File: config.mk
export PLATFORM = sky130hd
export DESIGN_NAME = sync_fifo_flex
export DESIGN_NICKNAME = d
export VERILOG_FILES = /design/src/rtl/sync_fifo_pkg.sv /design/src/rtl/fifo_mem.sv /design/src/rtl/sync_fifo_flex.sv
export SDC_FILE = /design/constraint.sdc
export NUM_CORES = 1
export LEC_CHECK = 0
export BUFFER_PORTS_ARGS = -buffer_cell sky130_fd_sc_hd__buf_4
export CAP_MARGIN = 10
export CORE_UTILIZATION = 30
export CTS_CLUSTER_SIZE = 30
export DETAILED_ROUTE_END_ITERATION = 10
export PLACE_DENSITY = 0.45
export REMOVE_ABC_BUFFERS = 1
export SLEW_MARGIN = 10
export SYNTH_ARGS = -nofsm -noshare
export SYNTH_HDL_FRONTEND = slang
export SYNTH_SLANG_ARGS = --single-unit
File: constraint.sdc
create_clock -name clk_i -period 3.1 [get_ports clk_i]
set_input_delay 0.62 -clock clk_i [delete_from_list [all_inputs] [get_ports clk_i]]
set_output_delay 0.62 -clock clk_i [all_outputs]
set_load 0.02 [all_outputs]
File: src/rtl/sync_fifo_pkg.sv
`default_nettype none
// +------------------------------------------------------------------+
// | Module      : sync_fifo_pkg                                      |
// | Description : Shared mode constants and sizing helper for the    |
// |               synchronous FIFO.                                  |
// | Revision    : 1.0                                                |
// +------------------------------------------------------------------+
package sync_fifo_pkg;

    localparam int FIFO_STD  = 0;
    localparam int FIFO_FWFT = 1;

    // Occupancy needs one bit more than the address so it can hold DEPTH.
    function automatic int count_width(input int depth);
        return $clog2(depth) + 1;
    endfunction

endpackage
`default_nettype wire

File: src/rtl/fifo_mem.sv
`default_nettype none
// +------------------------------------------------------------------+
// | Module      : fifo_mem                                           |
// | Description : Simple dual-port storage, synchronous write and    |
// |               asynchronous read.                                 |
// | Revision    : 1.0                                                |
// +------------------------------------------------------------------+
module fifo_mem #(
    parameter int WIDTH      = 8,
    parameter int DEPTH      = 16,
    parameter int ADDR_WIDTH = 4
) (
    input  logic                  clk_i,
    input  logic                  we_i,
    input  logic [ADDR_WIDTH-1:0] waddr_i,
    input  logic [WIDTH-1:0]      wdata_i,
    input  logic [ADDR_WIDTH-1:0] raddr_i,
    output logic [WIDTH-1:0]      rdata_o
);

    logic [WIDTH-1:0] r_mem [DEPTH];

    always_ff @(posedge clk_i) begin
        if (we_i) begin
            r_mem[waddr_i] <= wdata_i;
        end
    end

    assign rdata_o = r_mem[raddr_i];

endmodule
`default_nettype wire

File: src/rtl/sync_fifo_flex.sv
`default_nettype none
// +------------------------------------------------------------------+
// | Module      : sync_fifo_flex                                     |
// | Description : Single-clock FIFO with thresholds, occupancy,      |
// |               sticky error flags and standard/FWFT read modes.   |
// | Revision    : 1.0                                                |
// +------------------------------------------------------------------+
module sync_fifo_flex
    import sync_fifo_pkg::*;
#(
    parameter int WIDTH     = 8,
    parameter int DEPTH     = 16,
    parameter int AFULL_TH  = DEPTH - 4,
    parameter int AEMPTY_TH = 4,
    parameter int FWFT      = 0
) (
    input  logic                          clk_i,
    input  logic                          rst_i,
    input  logic [WIDTH-1:0]              wdata_i,
    input  logic                          wr_en_i,
    input  logic                          rd_en_i,
    input  logic                          err_clr_i,
    output logic [WIDTH-1:0]              rdata_o,
    output logic                          rvalid_o,
    output logic [$clog2(DEPTH):0]        count_o,
    output logic                          full_o,
    output logic                          empty_o,
    output logic                          afull_o,
    output logic                          aempty_o,
    output logic                          ovf_o,
    output logic                          udf_o
);

    localparam int ADDR_WIDTH = $clog2(DEPTH);
    localparam int CNT_WIDTH  = count_width(DEPTH);

    localparam logic [CNT_WIDTH-1:0] c_depth     = CNT_WIDTH'(DEPTH);
    localparam logic [CNT_WIDTH-1:0] c_afull_th  = CNT_WIDTH'(AFULL_TH);
    localparam logic [CNT_WIDTH-1:0] c_aempty_th = CNT_WIDTH'(AEMPTY_TH);

    logic [ADDR_WIDTH-1:0] r_wptr;
    logic [ADDR_WIDTH-1:0] r_rptr;
    logic [CNT_WIDTH-1:0]  r_count;
    logic                  r_ovf;
    logic                  r_udf;
    logic                  w_full;
    logic                  w_empty;
    logic                  w_rd_acc;
    logic                  w_wr_acc;
    logic [WIDTH-1:0]      w_mem_rdata;

    assign w_full   = (r_count == c_depth);
    assign w_empty  = (r_count == '0);
    assign w_rd_acc = rd_en_i && !w_empty;
    // A full FIFO can still take a write when a read frees a slot this cycle.
    assign w_wr_acc = wr_en_i && (!w_full || w_rd_acc);

    always_ff @(posedge clk_i) begin
        if (rst_i) begin
            r_wptr  <= '0;
            r_rptr  <= '0;
            r_count <= '0;
            r_ovf   <= 1'b0;
            r_udf   <= 1'b0;
        end else begin
            if (w_wr_acc) r_wptr <= r_wptr + ADDR_WIDTH'(1);
            if (w_rd_acc) r_rptr <= r_rptr + ADDR_WIDTH'(1);
            case ({w_wr_acc, w_rd_acc})
                2'b10:   r_count <= r_count + CNT_WIDTH'(1);
                2'b01:   r_count <= r_count - CNT_WIDTH'(1);
                default: r_count <= r_count;
            endcase
            if (wr_en_i && !w_wr_acc) r_ovf <= 1'b1;
            else if (err_clr_i)       r_ovf <= 1'b0;
            if (rd_en_i && !w_rd_acc) r_udf <= 1'b1;
            else if (err_clr_i)       r_udf <= 1'b0;
        end
    end

    fifo_mem #(
        .WIDTH      (WIDTH),
        .DEPTH      (DEPTH),
        .ADDR_WIDTH (ADDR_WIDTH)
    ) u_mem (
        .clk_i   (clk_i),
        .we_i    (w_wr_acc),
        .waddr_i (r_wptr),
        .wdata_i (wdata_i),
        .raddr_i (r_rptr),
        .rdata_o (w_mem_rdata)
    );

    generate
        if (FWFT == FIFO_FWFT) begin : g_fwft
            assign rdata_o  = w_empty ? '0 : w_mem_rdata;
            assign rvalid_o = !w_empty;
        end else begin : g_std
            logic [WIDTH-1:0] r_rdata;
            logic             r_rvalid;

            always_ff @(posedge clk_i) begin
                if (rst_i) begin
                    r_rdata  <= '0;
                    r_rvalid <= 1'b0;
                end else begin
                    r_rvalid <= w_rd_acc;
                    if (w_rd_acc) r_rdata <= w_mem_rdata;
                end
            end

            assign rdata_o  = r_rdata;
            assign rvalid_o = r_rvalid;
        end
    endgenerate

    assign count_o  = r_count;
    assign full_o   = w_full;
    assign empty_o  = w_empty;
    assign afull_o  = (r_count >= c_afull_th);
    assign aempty_o = (r_count <= c_aempty_th);
    assign ovf_o    = r_ovf;
    assign udf_o    = r_udf;

endmodule
`default_nettype wire

==> run summary <==
Synth async-reset ratio -> 0
GR Overflow Total -> 0
Crit path max fanout -> 8
Antenna violations before repair -> 0
Crit Path Class -> register to register
Final wirelength -> 13.9 mm
Seq/Total Area, Yosys -> 0.699
Post_cts resized -> 0
Final setup viols -> 0
Fmax -> 0.387 GHz
IO buf count -> 32
Drt initial violations -> 148
Placer Congestion -> 0.753
First-pass GRT wire length -> 21.0 mm
Die area -> 21200 µm²
Worst hold path type -> primary input to register
Max Cap Violations -> 0
Pre-CTS setup slack -> 544 ps
CTS root buffer -> clkbuf_16
Hold Vio Cnt, Final -> 0
Top FF cell, synth -> edfxtp_1
Yosys reg bits -> 152
CORE AREA -> 20200 µm²
GRT Overall Usage -> 0.138
Row count -> 52
Clock Path Buffers -> 2
LEAKAGE -> 2.44 nW
Nets@finish -> 453
Power Density -> 794 nW/µm²
Yosys warnings -> 0
DRC -> 0
CTS tree -> done
Tcrit/Tclk final -> 0.833
Gate count of the mapped netlist -> 384
Hold buffers post-CTS -> 0
# Post-CTS Setup Buffers -> 0
Share of cells above drive strength 1 -> 0.241
Die Span X -> 146 µm
Vias in the first global route -> 3388
Period minus WS final -> 2580 ps
Design Area, Final -> 7410 µm²
RSZ-0062 raised after global routing -> no
Final WS setup -> 519 ps
# H-tree levels -> 4
Filler cell count -> 1904
Critical Path End Type -> register
Crit path DAT -> 2880 ps
Status -> finished clean
Clk sinks -> 152
Via count -> 3422
Drt wl/cell -> 19.5 µm
Clock-pin transition on the worst setup and hold timing paths -> 60 ps
Placed Area -> 6800 µm²
N_diodes -> 0
Slew headroom -> 0.270
Skew final -> 12.7 ps
Area grow syn2layout -> 19.8%
Multi-input gate area -> 1740 µm²
Die height -> 146 µm
I/O pin count -> 33
Worst-Skew Late Latency -> 430 ps
Peak supply drop -> 0.355 mV
Antenna Nets Post-Route -> 0
Fin Setup TNS -> 0 ps
Starting Density -> 0.306
Register Area -> 4330 µm²
First drt pass iteration count -> 6
Number of enable flip-flop cells after synthesis -> 128
Inserted Clock Buffers -> 17
Post-synthesis area per instance -> 16.1 µm²
Vias per cell -> 4.79
Mapped Area -> 6190 µm²
Critical path data required time -> 3400 ps
HPWL after DPL -> 8.52 mm
Actual slew at the worst max-slew pin -> 1090 ps
Slew Viols, Final -> 0
CP Launch Type -> register
Yosys cell types -> 46
Largest net degree at the start of global routing -> 29
-- worst max-delay path, stage by stage (launching register included) --
cell	delay [ps]
dfxtp_1	380
or4_1	600
o21ai_2	150
nor2_1	110
fa_1	420
a21o_1	190
a21oi_1	270
mux2i_1	230
a31oi_1	100
-- cell usage after synthesis (2+ instances only) --
library cell | n | area (µm²)
edfxtp_1 | 128 | 3840
mux2i_1 | 36 | 360
nor2_1 | 34 | 128
dfxtp_1 | 24 | 480
mux4_2 | 16 | 360
o22ai_1 | 16 | 100
nor3_1 | 13 | 65.1
buf_2 | 9 | 45.0
nand2_1 | 9 | 33.8
nor4_1 | 9 | 56.3
clkbuf_1 | 8 | 30.0
ha_1 | 8 | 100
a22o_1 | 7 | 61.3
nand2b_1 | 7 | 43.8
a21oi_1 | 5 | 25.0
inv_1 | 5 | 18.8
nor2b_1 | 5 | 31.3
buf_1 | 4 | 15.0
nand3_1 | 4 | 20.0
xnor2_1 | 4 | 35.0
a211oi_1 | 2 | 15.0
a21o_1 | 2 | 15.0
mux2_4 | 2 | 30.0
mux2i_4 | 2 | 45.0
nand3b_1 | 2 | 15.0
or3_1 | 2 | 12.5
xor2_1 | 2 | 17.5
-- sequential cells by signal, indices dropped and copies added, names as in the netlist --
register,cells
u_mem.r_mem,128
rdata_o,8
count_o,5
r_rptr,4
r_wptr,4
ovf_o,1
rvalid_o,1
udf_o,1
-- kinds of logic (layout without fill, tap and decap cells) --
family	after synthesis	in the layout	synth area share
flip-flops	152	152	0.699
AND/OR/NAND/NOR	89	89	0.0706
buffers and inverters	28	88	0.0206
AO/OA/AOI/OAI	44	44	0.0536
XOR/XNOR	6	6	0.00849
adder cells (fa/ha/maj)	9	9	0.0194
multiplexers	56	56	0.129
-- cell usage in the layout, fill, tap and decap left out, types with 5 or more instances in the layout --
master	instances
ha_1	8
a21oi_1	5
edfxtp_1	128
dfxtp_1	23
mux2i_1	36
nand2_1	9
mux4_2	16
a22o_1	7
nor4_1	9
o22ai_1	16
nand2b_1	7
clkbuf_16	17
nor3_1	13
nor2_1	34
nor2b_1	5
buf_4	51
inv_1	5
-- worst paths after layout --
check | start | endpoint | slack (ps) | cells past startpoint
setup / recovery | count_o[0] | count_o[4] | 520 | 8
hold / removal | err_clr_i | ovf_o | 480 | 3
setup reg to reg | count_o[0] | count_o[4] | 520 | 8
hold reg to reg | ovf_o | ovf_o | 490 | 2
-- metrics by stage --
step            util  hold slack, ps  std cells  total power, mW
2_1_floorplan      -             508        361             3.29
3_3_place_gp   0.336             463        682             3.83
3_5_place_dp   0.336             471        682             3.83
4_1_cts        0.366             459        714             5.95
5_1_grt        0.366             493        714             6.16
6_report       0.366             476        714             5.89
-- layer usage --
metal	global-route usage	routed length [µm]	up-vias
met2	0.216	6560	54
met5	0	0	-
met3	0.0292	473	12
li1	-	-	1590
met4	0.0495	181	0
met1	0.189	6680	1766
-- report_power, final --
part,internal (mW),switching (mW)
Combinational,0.569,0.747
Sequential,2.35,0.104
Clock,1.22,0.896
-- area by class of cell --
type	count	area share
clock buffer	17	0.0574
inverter	5	0.00253
sequential	152	0.584
clock inverter	15	0.0250
tap	270	0.0456
timing repair buffer	51	0.0517
multi-input combinational	204	0.234
(Power assumes the default switching activity.)
